$ cat src/rtl/uart_pkg.sv
// Shared types and helpers for the UART transmit queue.
// Holds the launch FSM encoding and pointer width helper.
package uart_pkg;

   localparam int UART_DATA_W = 8;

   typedef enum logic [1:0] {
      IDLE,
      LAUNCH,
      WAIT_DONE
   } txq_state_e;

   function automatic int ptr_w(input int depth);
      return $clog2(depth) + 1;
   endfunction

endpackage

$ cat src/rtl/uart_tx_queue_if.sv
// Host write port plus uart_fd transmit side of the queue.
// frames_sent exists only with UART_TX_QUEUE_STATS_EN.
interface uart_tx_queue_if #(
   parameter int DEPTH = 16
);
   import uart_pkg::*;

   localparam int PW = ptr_w(DEPTH);

   logic                   wr_en;
   logic [UART_DATA_W-1:0] wr_data;
   logic                   full;
   logic                   empty;
   logic [PW-1:0]          level;
   logic                   overflow;
   logic                   start_err;
   logic                   tx_busy;
   logic                   tx_start;
   logic [UART_DATA_W-1:0] tx_data;
`ifdef UART_TX_QUEUE_STATS_EN
   logic [15:0]            frames_sent;
`endif

   modport master (
      output wr_en, wr_data, tx_busy,
      input  full, empty, level, overflow,
      input  start_err, tx_start, tx_data
`ifdef UART_TX_QUEUE_STATS_EN
      , input frames_sent
`endif
   );

   modport slave (
      input  wr_en, wr_data, tx_busy,
      output full, empty, level, overflow,
      output start_err, tx_start, tx_data
`ifdef UART_TX_QUEUE_STATS_EN
      , output frames_sent
`endif
   );

endinterface

$ cat src/rtl/uart_sync_fifo.sv
// Synchronous FIFO with registered read-on-pop.
// Level, full and empty are registered from the post-update pointers.
module uart_sync_fifo
   import uart_pkg::*;
#(
   parameter int W     = 8,
   parameter int DEPTH = 16
) (
   input  logic                      clk,
   input  logic                      rst_,
   input  logic                      push,
   input  logic [W-1:0]              din,
   input  logic                      pop,
   output logic [W-1:0]              dout,
   output logic                      full,
   output logic                      empty,
   output logic [ptr_w(DEPTH)-1:0]   level
);

   localparam int AW = $clog2(DEPTH);
   localparam int PW = ptr_w(DEPTH);

   logic [W-1:0]  mem [DEPTH];
   logic [PW-1:0] wp, rp;
   logic [PW-1:0] wp_n, rp_n, lvl_n;
   logic          do_push, do_pop;

   assign do_push = push && !full;
   assign do_pop  = pop && !empty;
   assign wp_n    = wp + PW'(do_push);
   assign rp_n    = rp + PW'(do_pop);
   assign lvl_n   = wp_n - rp_n;

   always_ff @(posedge clk) begin
      if (do_push) mem[wp[AW-1:0]] <= din;
   end

   always_ff @(posedge clk) begin
      if (rst_) begin
         wp    <= '0;
         rp    <= '0;
         level <= '0;
         full  <= 1'b0;
         empty <= 1'b1;
         dout  <= '0;
      end else begin
         if (do_pop) dout <= mem[rp[AW-1:0]];
         wp    <= wp_n;
         rp    <= rp_n;
         level <= lvl_n;
         full  <= (lvl_n == PW'(DEPTH));
         empty <= (lvl_n == '0);
      end
   end

endmodule

$ cat src/rtl/uart_tx_queue.sv
// Byte queue and launch FSM feeding uart_fd tx_start/tx_data.
// Optional UART_TX_QUEUE_STATS_EN adds frames_sent and a data-stability check.
module uart_tx_queue
   import uart_pkg::*;
#(
   parameter int DEPTH         = 16,
   parameter int START_TIMEOUT = 16
) (
   input logic       clk,
   input logic       rst_,
   uart_tx_queue_if.slave q
);

   localparam int TW = $clog2(START_TIMEOUT) + 1;

   txq_state_e    state;
   logic [TW-1:0] cnt;
   logic          pop;

   assign pop = (state == IDLE) && !q.empty && !q.tx_busy;

   uart_sync_fifo #(
      .W     (UART_DATA_W),
      .DEPTH (DEPTH)
   ) u_fifo (
      .clk   (clk),
      .rst_  (rst_),
      .push  (q.wr_en),
      .din   (q.wr_data),
      .pop   (pop),
      .dout  (q.tx_data),
      .full  (q.full),
      .empty (q.empty),
      .level (q.level)
   );

   always_ff @(posedge clk) begin
      if (rst_) begin
         state       <= IDLE;
         cnt         <= '0;
         q.tx_start  <= 1'b0;
         q.overflow  <= 1'b0;
         q.start_err <= 1'b0;
      end else begin
         if (q.wr_en && q.full) q.overflow <= 1'b1;
         unique case (state)
            IDLE: begin
               if (pop) begin
                  q.tx_start <= 1'b1;
                  cnt        <= '0;
                  state      <= LAUNCH;
               end
            end
            LAUNCH: begin
               if (q.tx_busy) begin
                  q.tx_start <= 1'b0;
                  state      <= WAIT_DONE;
               end else if (cnt == TW'(START_TIMEOUT - 1)) begin
                  // uart_fd never answered: the popped byte is dropped
                  q.tx_start  <= 1'b0;
                  q.start_err <= 1'b1;
                  state       <= IDLE;
               end else begin
                  cnt <= cnt + 1'b1;
               end
            end
            WAIT_DONE: begin
               if (!q.tx_busy) state <= IDLE;
            end
            default: state <= IDLE;
         endcase
      end
   end

`ifdef UART_TX_QUEUE_STATS_EN
   always_ff @(posedge clk) begin
      if (rst_)
         q.frames_sent <= '0;
      else if (state == LAUNCH && q.tx_busy)
         q.frames_sent <= q.frames_sent + 16'd1;
   end

   a_data_stable: assert property (
      @(posedge clk) disable iff (rst_)
      (q.tx_start || q.tx_busy) &&
      $past(q.tx_start || q.tx_busy) && !$past(rst_)
      |-> $stable(q.tx_data));
`endif

endmodule
$ cat src/flat_wrapper.sv
// flat-port wrapper written by rule: the top's interface ports become plain ports
module uart_tx_queue_flat import uart_pkg::*;
#(
   parameter int DEPTH         = 16,
   parameter int START_TIMEOUT = 16
)
  (clk, rst_, q_wr_en, q_wr_data, q_tx_busy, q_full, q_empty, q_level, q_overflow, q_start_err, q_tx_start, q_tx_data);
  uart_tx_queue_if #(.DEPTH(DEPTH)) q_i ();
  input logic clk;
  input logic rst_;
  input wire logic [$bits(q_i.wr_en)-1:0] q_wr_en;
  input wire logic [$bits(q_i.wr_data)-1:0] q_wr_data;
  input wire logic [$bits(q_i.tx_busy)-1:0] q_tx_busy;
  output wire logic [$bits(q_i.full)-1:0] q_full;
  output wire logic [$bits(q_i.empty)-1:0] q_empty;
  output wire logic [$bits(q_i.level)-1:0] q_level;
  output wire logic [$bits(q_i.overflow)-1:0] q_overflow;
  output wire logic [$bits(q_i.start_err)-1:0] q_start_err;
  output wire logic [$bits(q_i.tx_start)-1:0] q_tx_start;
  output wire logic [$bits(q_i.tx_data)-1:0] q_tx_data;
  assign q_i.wr_en = q_wr_en;
  assign q_i.wr_data = q_wr_data;
  assign q_i.tx_busy = q_tx_busy;
  assign q_full = q_i.full;
  assign q_empty = q_i.empty;
  assign q_level = q_i.level;
  assign q_overflow = q_i.overflow;
  assign q_start_err = q_i.start_err;
  assign q_tx_start = q_i.tx_start;
  assign q_tx_data = q_i.tx_data;
  uart_tx_queue #(.DEPTH(DEPTH), .START_TIMEOUT(START_TIMEOUT)) u_core (.clk(clk), .rst_(rst_), .q(q_i));
endmodule
$ cat config.mk
export PLATFORM = sky130hd
export DESIGN_NAME = uart_tx_queue_flat
export DESIGN_NICKNAME = d
export VERILOG_FILES = /design/src/rtl/uart_pkg.sv /design/src/rtl/uart_tx_queue_if.sv /design/src/rtl/uart_sync_fifo.sv /design/src/rtl/uart_tx_queue.sv /design/src/flat_wrapper.sv
export SDC_FILE = /design/constraint.sdc
export NUM_CORES = 1
export LEC_CHECK = 0
export CORE_ASPECT_RATIO = 0.7
export CORE_UTILIZATION = 45
export DETAILED_ROUTE_END_ITERATION = 10
export DONT_BUFFER_PORTS = 1
export GPL_ROUTABILITY_DRIVEN = 0
export GPL_TIMING_DRIVEN = 0
export HOLD_SLACK_MARGIN = 0.06
export PLACE_DENSITY = 0.58
export SETUP_SLACK_MARGIN = 0.02
export SYNTH_ARGS = -nofsm -noshare
export SYNTH_HDL_FRONTEND = slang
export SYNTH_SLANG_ARGS = --single-unit
$ cat constraint.sdc
create_clock -name clk -period 3.8 [get_ports clk]
set_input_delay 0.57 -clock clk [delete_from_list [all_inputs] [get_ports clk]]
set_output_delay 0.57 -clock clk [all_outputs]
set_load 0.02 [all_outputs]
==> After elaboration in Yosys (flattened, before gate mapping) <==
Memories as Yosys holds them, arrays and structs flattened. A register that Yosys moved wholly into a read port is not among the register bits.
Cells that the tools add are included.
W data, S select, Z words.
{ "word_totals": {"ff_bits": 27, "out_inout_bits": 18, "memories": 1, "mem_bits_rw": 128, "elab_cells": 55, "inputBits": 12} }
{ "op_classes": {"n_reduce_logical": 15, "n_mux": 15, "n_bitwise": 1, "addsub": 4, "eq_ne": 9} }
{ "mem_list": {"columns": ["memory", "depth", "width", "read_ports", "rd_clocked_by_memory_dff", "write_ports", "line", "rtl"], "rows": [
  ["u_core.u_fifo.mem", 16, 8, 1, 1, 1, "uart_sync_fifo.sv:23", "logic [W-1:0] mem [DEPTH];"]
]} }
{ "ops": {"columns": ["cell", "n"], "rows": [
  ["$mux W5", 3],
  ["$add A5 B1 Y5", 2],
  ["$pmux W5 S2", 1],
  ["$reduce_and A3 Y1", 3],
  ["$mux W2", 4],
  ["$ne A2 B2 Y1 const B", 4],
  ["$pmux W2 S3", 1],
  ["$add A5 B1 Y5 const B", 1],
  ["$eq A5 B4 Y1 const B", 1],
  ["$eq A5 B5 Y1 const B", 1],
  ["$logic_and A1 B1 Y1", 5],
  ["$logic_not A5 Y1", 1],
  ["$mux W1", 5],
  ["$sub A5 B5 Y5", 1],
  ["$reduce_and A4 Y1", 1],
  ["$logic_not A1 Y1", 3],
  ["$ne A3 B2 Y1 const B", 1],
  ["$eq A2 B1 Y1 const B", 1],
  ["$eq A2 B2 Y1 const B", 1],
  ["$logic_not A2 Y1", 1],
  ["$pmux W1 S2", 1],
  ["$reduce_bool A2 Y1", 1],
  ["$not A1 Y1", 1]
]} }

==> Longest topological paths before layout <==
Gate-level depths: netlist of the first run.
{ "logic_depth": {"word_depth": 7, "depth_mapped": 11, "depth_no_buf": 10} }

==> By module <==
From an unflattened synthesis of the first run, not the netlist that was laid out.
{ "hier_totals": {"hier_cells": 371, "hier_area_um2": 6482.5} }
{ "modules_own_cells": {"columns": ["module", "area_each_um2", "seq_area_each_um2", "instances", "cells_per_inst"], "rows": [
  ["uart_sync_fifo", 5990.7, 4344.2, 1, 318],
  ["uart_tx_queue", 491.7, 200.2, 1, 53]
]} }

==> Worst setup path after synthesis of the first run <==
Ideal clock, no wire load.
{ "synth_timing": {"path_type": "input -> register", "startpoint": "input q_tx_busy", "endpoint": "register u_core.u_fifo.empty", "setup_time_ns": 0.116, "required_ns": 3.684, "n_path_buf": 0, "arrival_time_ns": 2.646, "setup_slack_ns": 1.038, "path_stages": 9, "cell_sequence": "nor4_2 -> ha_1 -> ha_1 -> xnor2_1 -> ha_1 -> a21o_1 -> a21oi_1 -> xnor3_1 -> a41o_1"} }
{ "synth_between": {"elab_chain_len": 6} }
{ "synth_lines": {"columns": ["item", "line", "rtl"], "rows": [
  ["from (decl)", "flat_wrapper.sv:13", "input wire logic [$bits(q_i.tx_busy)-1:0] q_tx_busy;"],
  ["$logic_not A1 Y1", "uart_tx_queue.sv:20", "assign pop = (state == IDLE) && !q.empty && !q.tx_busy;"],
  ["$logic_and A1 B1 Y1", "uart_tx_queue.sv:20", null],
  ["$logic_and A1 B1 Y1", "uart_sync_fifo.sv:29", "assign do_pop = pop && !empty;"],
  ["$add A5 B1 Y5", "uart_sync_fifo.sv:31", "assign rp_n = rp + PW'(do_pop);"],
  ["$sub A5 B5 Y5", "uart_sync_fifo.sv:32", "assign lvl_n = wp_n - rp_n;"],
  ["$logic_not A5 Y1", "uart_sync_fifo.sv:52", "empty <= (lvl_n == '0);"],
  ["to (signal assigned)", "uart_sync_fifo.sv:52", null],
  ["to (decl)", "uart_sync_fifo.sv:16", "output logic empty,"]
]} }
Every way passes these cells.
A chain may end at the register's enable or synchronous reset.

==> Worst setup path after layout of the first run <==
{ "layout_timing": {"startpoint": "register u_core.state[0]", "endpoint": "register u_core.u_fifo.full"} }
{ "layout_between": {"elab_chain_len": 7} }
{ "layout_lines": {"columns": ["item", "line", "rtl"], "rows": [
  ["from (decl)", "uart_tx_queue.sv:16", "txq_state_e state;"],
  ["from (signal assigned)", "uart_tx_queue.sv:39", "state <= IDLE;"],
  ["from (signal assigned)", "uart_tx_queue.sv:51", "state <= LAUNCH;"],
  ["from (signal assigned)", "uart_tx_queue.sv:57", "state <= WAIT_DONE;"],
  ["$logic_not A2 Y1", "uart_tx_queue.sv:20", null],
  ["$logic_and A1 B1 Y1 (2 in series)", "uart_tx_queue.sv:20", null],
  ["$logic_and A1 B1 Y1", "uart_sync_fifo.sv:29", null],
  ["via u_core.u_fifo.do_pop", "uart_sync_fifo.sv:26", "logic do_push, do_pop;"],
  ["$add A5 B1 Y5", "uart_sync_fifo.sv:31", null],
  ["$sub A5 B5 Y5", "uart_sync_fifo.sv:32", null],
  ["$eq A5 B5 Y1", "uart_sync_fifo.sv:51", "full <= (lvl_n == PW'(DEPTH));"],
  ["to (signal assigned)", "uart_sync_fifo.sv:51", null],
  ["to (decl)", "uart_sync_fifo.sv:15", "output logic full,"]
]} }
The timed path passes the listed nets, and every way through them passes these cells.

==> results of run 1 <==
[layout make-up]
cell class	count	area, sq um	share of cell area, %
Antenna cell	1	2.50	0.0344
Tap cell	190	238	3.26
Multi-Input combinational cell	176	1710	23.5
Buffer	18	159	2.18
Clock buffer	17	425	5.84
Clock inverter	15	180	2.47
Inverter	6	22.5	0.309
Sequential cell	163	4540	62.4
[worst paths after layout]
kind,start,endpoint,cells past startpoint,slack [ns]
max reg2reg,u_core.state[0],u_core.u_fifo.full,10,0.61
max,u_core.state[0],u_core.u_fifo.full,10,0.61
min reg2reg,u_core.cnt[1],u_core.cnt[1],2,0.48
min,q_wr_data[4],u_core.u_fifo.mem[7][4],0,0.24
[synth_stat cells (5+ instances only)]
cell type | n | area share [%]
sky130_fd_sc_hd__nor3_1 | 9 | 0.70
sky130_fd_sc_hd__ha_1 | 10 | 1.9
sky130_fd_sc_hd__mux4_2 | 23 | 8.1
sky130_fd_sc_hd__xor2_1 | 8 | 1.1
sky130_fd_sc_hd__mux4_1 | 9 | 3.7
sky130_fd_sc_hd__and2_1 | 6 | 0.58
sky130_fd_sc_hd__inv_1 | 6 | 0.35
sky130_fd_sc_hd__nand3_1 | 5 | 0.39
sky130_fd_sc_hd__edfxtp_1 | 128 | 60
sky130_fd_sc_hd__nand2_1 | 13 | 0.76
sky130_fd_sc_hd__clkbuf_1 | 5 | 0.29
sky130_fd_sc_hd__a22o_1 | 8 | 1.1
sky130_fd_sc_hd__dfxtp_1 | 35 | 11
sky130_fd_sc_hd__nor2_1 | 33 | 1.9
sky130_fd_sc_hd__a22oi_1 | 16 | 1.9
sky130_fd_sc_hd__a21oi_1 | 6 | 0.47
[metrics by stage]
step / std cells / hold slack [ns]
5_1_grt: 585 / 0.212
6_report: 586 / 0.240
3_5_place_dp: 553 / 0.471
3_3_place_gp: 553 / 0.465
4_1_cts: 585 / 0.218
2_1_floorplan: 363 / 0.449
[power groups by stage]
stage / Combinational, uW / Clock (uW) / Sequential (uW)
3_3_place_gp: 547 / 0 / 2130
3_5_place_dp: 551 / 0 / 2130
2_1_floorplan: 418 / 0 / 2120
4_1_cts: 554 / 1790 / 2090
5_1_grt: 604 / 1870 / 2090
6_report: 552 / 1760 / 2090
[metal layers]
layer | track usage, % | part of all wire, % | vias to the layer above
met5 | 0 | 0 | -
met4 | 5.83 | 0.47 | 0
met3 | 6.00 | 10 | 5
met2 | 26.2 | 43 | 102
met1 | 32.1 | 47 | 1622
li1 | - | - | 1470
[state kept, by name, indices dropped and copies added (netlist names)]
signal	count
u_core.u_fifo.empty	1
u_core.u_fifo.dout	8
u_core.u_fifo.mem	128
u_core.state	2
u_core.q.tx_start	1
u_core.cnt	5
u_core.u_fifo.wp	5
u_core.u_fifo.level	5
u_core.u_fifo.rp	5
u_core.q.overflow	1
u_core.q.start_err	1
u_core.u_fifo.full	1
[worst reg2reg max path: stages (launching register included)]
cell                       delay [ns]
sky130_fd_sc_hd__dfxtp_1         0.30
sky130_fd_sc_hd__clkbuf_1        0.19
sky130_fd_sc_hd__nor4_2          0.54
sky130_fd_sc_hd__ha_1            0.28
sky130_fd_sc_hd__ha_1            0.19
sky130_fd_sc_hd__xnor2_1         0.18
sky130_fd_sc_hd__ha_1            0.32
sky130_fd_sc_hd__a21o_1          0.18
sky130_fd_sc_hd__a21oi_1         0.20
sky130_fd_sc_hd__xnor3_1         0.38
sky130_fd_sc_hd__nor4bb_1        0.32
[logic make-up after synthesis]
kind of cell    after synthesis  share of synthesized area [%]
flops                       163                           70.7
simple gates                 84                           6.40
compound gates               36                           4.07
mux                          33                           11.9
buf+inv                      24                           2.82
xor+xnor                     12                           1.85
fa+ha+maj                    11                           2.26
==> impl_results.rst, run 1 <==
.. list-table::
   :header-rows: 1

   * - Metric
     - Value
   * - Result of the run
     - completed
   * - Total clock sinks
     - 163
   * - Post-CTS sizing
     - 0
   * - Register clock-pin slew on the reported worst setup and hold paths
     - 0.07 ns
   * - TritonCTS Buffers
     - 17
   * - Flip-flop and latch count after synthesis
     - 163
   * - Via density per instance
     - 5.46
   * - Net count, final
     - 405
   * - Setup repair after global routing missed its margin
     - no
   * - Warning count from the yosys run
     - 0
   * - FILL cells
     - 1108
   * - Critical Path End Type
     - flip-flop
   * - Sequential Power Share
     - 47.4%
   * - Final Instance Area
     - 0.00728 sq mm
   * - Most common cell on crit path
     - sky130_fd_sc_hd__ha_1
   * - Detailed-routing iteration count for the pre-antenna-repair pass
     - 4
   * - Wire per inst
     - 22.6 microns
   * - Share of cells above drive strength 1
     - 18.2%
   * - Row count
     - 36
   * - Final worst path period share
     - 83.9%
   * - Global-route usage over all layers
     - 20.2%
   * - Placeable core region
     - 0.0139 sq mm
   * - Final worst slack
     - 0.614 ns
   * - Portion of total power attributed to the clock network
     - 40.0%
   * - DR DRC count
     - 0
   * - Distinct cell type count after synthesis
     - 40
   * - Crit path buf inv count
     - 1
   * - Standard cell area after detailed placement
     - 0.00667 sq mm
   * - Detailed placer's ending HPWL
     - 8.63 mm
   * - Pwr Total
     - 4400 uW
   * - Worst setup path class
     - reg -> reg
   * - TritonCTS clock tree
     - done
   * - Mean instance size in the synthesized netlist
     - 17.7 sq um
   * - Clock period minus final worst setup slack
     - 3.19 ns
   * - Die span in x
     - 145 microns
   * - Global-route congestion overflow total
     - 0
   * - Clock insertion delay at the later pin of the skew report
     - 0.42 ns
   * - Antenna viol nets, final
     - 0
   * - Post-synthesis sequential area ratio
     - 70.7%
   * - Via count of the first global-routing pass
     - 3155
   * - Gate count of the mapped netlist
     - 363
   * - Hold-fix buffers, CTS
     - 0
   * - Number of flops mapped to enable cells by yosys
     - 128
   * - Worst max-slew margin expressed relative to the limit
     - 15.0%
   * - Total Routed Length
     - 13.3 mm
   * - Fraction of registers with async set/reset
     - 0%
   * - Worst supply voltage drop on vdd
     - 0.000287 V
   * - Endpoints failing setup
     - 0
   * - Critical-path maximum fanout
     - 7
   * - Endpoint arrival time on the critical path
     - 3.49 ns
   * - Total Negative Setup Slacks
     - 0 ns
   * - Effective utilization at floorplan
     - 46.2%
   * - CTS H-tree lvls
     - 4
   * - Wire length of the first global-routing pass
     - 20.0 mm
   * - Series of cell instances along the critical path
     - clkbuf_1 > nor4_2 > ha_1 > ha_1 > xnor2_1 > ha_1 > a21o_1 > a21oi_1 > xnor3_1 > nor4bb_1
   * - Number of max-slew violations in the final report
     - 0
   * - Power per Cell Area
     - 605 mW/mm^2
   * - Final standard cell utilization of the core
     - 52.3%
   * - Max Clk Rate
     - 0.314 GHz
   * - Hold Path Class
     - in -> reg
   * - Clk Tree Root Cell
     - sky130_fd_sc_hd__clkbuf_16
   * - Largest stage delay, worst path
     - 0.54 ns
   * - Slowest stage cell on the critical path
     - sky130_fd_sc_hd__nor4_2
   * - Number of DRC markers after the initial detailed-route iteration
     - 320
   * - CP delay by family, top
     - simple AND/OR/NAND/NOR gates
   * - Slew of the pin with the lowest slew margin
     - 1.27 ns
   * - Total internal power
     - 3270 uW
   * - Leak Pwr
     - 0.00242 uW
   * - Critical path data required time
     - 4.11 ns
   * - Area overhead of the layout relative to synthesis
     - 13.3%
   * - Area enclosed by the die boundary
     - 0.0148 sq mm
   * - Buffer levels on the longest clock path
     - 2
   * - Final Skew
     - 0.00924 ns
   * - Max_cap viols
     - 0
   * - Die Y-Extent
     - 102 microns
   * - Sw Ratio
     - 25.8%
   * - Post-Place Worst Slack
     - 0.632 ns
   * - Leading cell types in the layout, fill and taps excluded
     - sky130_fd_sc_hd__edfxtp_1 (128), sky130_fd_sc_hd__dfxtp_1 (35), sky130_fd_sc_hd__nor2_1 (33)
   * - Startpoint kind of the worst setup timing path
     - flip-flop
   * - Number of top-level design ports
     - 30
   * - Antenna violations before repair
     - 0
   * - PortBufs
     - 0
   * - Postcts setup bufs
     - 0
   * - Switching pwr
     - 1140 uW
   * - Share of total power in combinational logic
     - 12.5%
   * - Vias after detailed routing
     - 3199
   * - Most used flip-flop cell after synthesis
     - sky130_fd_sc_hd__edfxtp_1
   * - Synthesized area
     - 0.00643 sq mm
   * - Most common cell after layout, fill and taps aside
     - sky130_fd_sc_hd__edfxtp_1
   * - Number of hold violations in the final report
     - 0
   * - Pin count of the biggest net entering global routing
     - 18
   * - Post-Syn Nets
     - 386
Power figures use the tool's default switching activity.
==> run 2, diff against run 1 <==
==> constraint.sdc (replaced) <==
create_clock -name clk -period 3.1 [get_ports clk]
set_input_delay 0.465 -clock clk [delete_from_list [all_inputs] [get_ports clk]]
set_output_delay 0.465 -clock clk [all_outputs]
set_load 0.02 [all_outputs]
==> run 2 against run 1 <==
Effect of this change: via count grew 1.1%; sequential share of layout area decreased by 0.086 points; fmax rose by 11%; die area unchanged; sequential power up 23%; combinational power rose by 23%; largest cell class unchanged; highest routed layer unchanged.
==> impl_results.rst, run 2 (synthesis results as in run 1) <==
.. list-table::
   :header-rows: 1

   * - Metric
     - Value
   * - Placeable core region
     - 0.0139 sq mm (unchanged)
   * - Die Y-Extent
     - 102 microns (unchanged)
   * - DR DRC count
     - 0 (unchanged)
   * - Number of max-slew violations in the final report
     - 0 (unchanged)
   * - Number of DRC markers after the initial detailed-route iteration
     - 336 (was 320)
   * - Pin count of the biggest net entering global routing
     - 18 (unchanged)
   * - Sequential Power Share
     - 47.5% (was 47.4%)
   * - FILL cells
     - 1105 (was 1108)
   * - TritonCTS Buffers
     - 17 (unchanged)
   * - TritonCTS clock tree
     - done (unchanged)
   * - Final standard cell utilization of the core
     - 52.4% (was 52.3%)
   * - Row count
     - 36 (unchanged)
   * - Worst max-slew margin expressed relative to the limit
     - 14.6% (was 15.0%)
   * - Flip-flop count of the largest register, all copies and words added
     - 128 (unchanged)
   * - Final Instance Area
     - 0.00729 sq mm (was 0.00728 sq mm)
   * - Clock insertion delay at the later pin of the skew report
     - 0.42 ns (about the same)
   * - Via count of the first global-routing pass
     - 3163 (was 3155)
   * - Standard cell area after detailed placement
     - 0.00667 sq mm (unchanged)
   * - Setup repair after global routing missed its margin
     - no (unchanged)
   * - Cell count of the worst reg-to-reg path
     - 9 (was 10)
   * - Max_cap viols
     - 0 (unchanged)
   * - Max Clk Rate
     - 0.348 GHz (was 0.314 GHz)
   * - Net count, final
     - 405 (unchanged)
   * - Wire per inst
     - 22.7 microns (was 22.6 microns)
   * - Register clock-pin slew on the reported worst setup and hold paths
     - 0.07 ns (about the same)
   * - Clk Tree Root Cell
     - sky130_fd_sc_hd__clkbuf_16 (unchanged)
   * - Portion of total power attributed to the clock network
     - 40.0% (about the same)
   * - Die span in x
     - 145 microns (unchanged)
   * - Antenna viol nets, final
     - 0 (unchanged)
   * - Critical path data required time
     - 3.41 ns (was 4.11 ns)
   * - Sw Ratio
     - 25.9% (was 25.8%)
   * - PortBufs
     - 0 (unchanged)
   * - Global-route usage over all layers
     - 20.2% (about the same)
   * - Hold Startpoint
     - q_wr_data[5] (was q_wr_data[4])
   * - Startpoint kind of the worst setup timing path
     - flip-flop (unchanged)
   * - Reg-to-reg startpoint
     - u_core.state[1] (was u_core.state[0])
   * - Switching pwr
     - 1400 uW (was 1140 uW)
   * - Final worst path period share
     - 92.6% (was 83.9%)
   * - Worst setup path class
     - reg -> reg (unchanged)
   * - Effective utilization at floorplan
     - 46.2% (unchanged)
   * - Total internal power
     - 4010 uW (was 3270 uW)
   * - CTS H-tree lvls
     - 4 (unchanged)
   * - Antenna violations before repair
     - 0 (unchanged)
   * - Final Skew
     - 0.00942 ns (was 0.00924 ns)
   * - Hold Path Class
     - in -> reg (unchanged)
   * - Largest stage delay, worst path
     - 0.40 ns (was 0.54 ns)
   * - Leak Pwr
     - 0.00243 uW (was 0.00242 uW)
   * - Via density per instance
     - 5.53 (was 5.46)
   * - Number of hold violations in the final report
     - 0 (unchanged)
   * - Smallest hold slack
     - 0.131 ns (was 0.240 ns)
   * - Endpoints failing setup
     - 0 (unchanged)
   * - N_diodes
     - 0 (was 1)
   * - Leading cell types in the layout, fill and taps excluded
     - sky130_fd_sc_hd__edfxtp_1 (128), sky130_fd_sc_hd__dfxtp_1 (35), sky130_fd_sc_hd__nor2_1 (33) (unchanged)
   * - Total clock sinks
     - 163 (unchanged)
   * - Vias after detailed routing
     - 3235 (was 3199)
   * - Hold-fix buffers, CTS
     - 0 (unchanged)
   * - Detailed placer's ending HPWL
     - 8.63 mm (unchanged)
   * - Most common cell after layout, fill and taps aside
     - sky130_fd_sc_hd__edfxtp_1 (unchanged)
   * - Wire length of the first global-routing pass
     - 20.0 mm (about the same)
   * - Most common cell on crit path
     - sky130_fd_sc_hd__ha_1 (unchanged)
   * - Slew of the pin with the lowest slew margin
     - 1.27 ns (about the same)
   * - Endpoint arrival time on the critical path
     - 3.18 ns (was 3.49 ns)
   * - Detailed-routing iteration count for the pre-antenna-repair pass
     - 4 (unchanged)
   * - Total Negative Setup Slacks
     - 0 ns (unchanged)
   * - Clock period minus final worst setup slack
     - 2.87 ns (was 3.19 ns)
   * - CP delay by family, top
     - adder cells (was simple AND/OR/NAND/NOR gates)
   * - Share of total power in combinational logic
     - 12.5% (about the same)
   * - Total Routed Length
     - 13.3 mm (about the same)
   * - Critical Path End Type
     - flip-flop (unchanged)
   * - Result of the run
     - completed (unchanged)
   * - Crit path buf inv count
     - 0 (was 1)
   * - Power per Cell Area
     - 742 mW/mm^2 (was 605 mW/mm^2)
   * - Launching instance or port of the critical path
     - u_core.state[1] (was u_core.state[0])
   * - Share of cells above drive strength 1
     - 18.5% (was 18.2%)
   * - Critical-path maximum fanout
     - 7 (unchanged)
   * - Global-route congestion overflow total
     - 0 (unchanged)
   * - Hold path depth
     - 0 (unchanged)
   * - Worst path depth
     - 9 (was 10)
   * - Area overhead of the layout relative to synthesis
     - 13.5% (was 13.3%)
   * - Slowest stage cell on the critical path
     - sky130_fd_sc_hd__dfxtp_1 (was sky130_fd_sc_hd__nor4_2)
   * - Area enclosed by the die boundary
     - 0.0148 sq mm (unchanged)
   * - Worst supply voltage drop on vdd
     - 0.000357 V (was 0.000287 V)
   * - Number of top-level design ports
     - 30 (unchanged)
   * - Buffer levels on the longest clock path
     - 2 (unchanged)
   * - Series of cell instances along the critical path
     - nor4_4 > ha_1 > ha_1 > xnor2_1 > ha_1 > a21o_1 > a21oi_1 > xnor3_1 > nor4bb_1 (was clkbuf_1 > nor4_2 > ha_1 > ha_1 > xnor2_1 > ha_1 > a21o_1 > a21oi_1 > xnor3_1 > nor4bb_1)
==> run 2: repair_timing <==
| item | CTS | global route |
|---|---|---|
| resized for setup | 1 | 0 |
| setup endpoints to repair | 2 | 2 |
| setup buffers | 0 | 1 |
| pin swaps | 0 | 1 |
==> run 2: metrics by stage <==
stage / setup WS [ns] / std cells / total power (uW)
3_3_place_gp: 0.0380 / 553 / 3280
3_5_place_dp: -0.0429 / 553 / 3290
5_1_grt: 0.0408 / 585 / 5600
2_1_floorplan: 0.409 / 363 / 3110
4_1_cts: 0.0296 / 585 / 5440
6_report: 0.229 / 585 / 5410
==> run 2: path summary, 6_finish.rpt <==
kind | end | slack (ns)
max | u_core.u_fifo.full | 0.23
min | u_core.u_fifo.mem[13][5] | 0.13
max reg2reg | u_core.u_fifo.full | 0.23
min reg2reg | u_core.cnt[1] | 0.48
==> run 2: power groups by stage <==
stage	Clock [uW]	Combinational, uW	Sequential (uW)
floorplan	0	513	2590
global placement	0	670	2610
detailed placement	0	675	2610
CTS	2190	681	2560
global route	2290	741	2580
finish	2160	678	2570
==> run 2: final cells by class <==
| cell class | instances | area (sq um) | share of cell area [%] |
|---|---|---|---|
| plain buffers | 17 | 155 | 2.13 |
| clock buffers | 17 | 425 | 5.83 |
| clock inverters | 15 | 180 | 2.47 |
| inverters | 6 | 22.5 | 0.309 |
| multi-input cells | 176 | 1720 | 23.6 |
| flip-flops and latches | 163 | 4540 | 62.3 |
| well taps | 190 | 238 | 3.26 |
| repair buffers | 1 | 7.51 | 0.103 |
==> run 2: layer usage <==
layer / up-vias / global-route usage, % / routed length (microns)
met4: 0 / 5.83 / 95
met5: - / 0 / 0
met2: 96 / 26.3 / 5660
met1: 1662 / 32.1 / 6390
li1: 1468 / - / -
met3: 9 / 6.00 / 1160
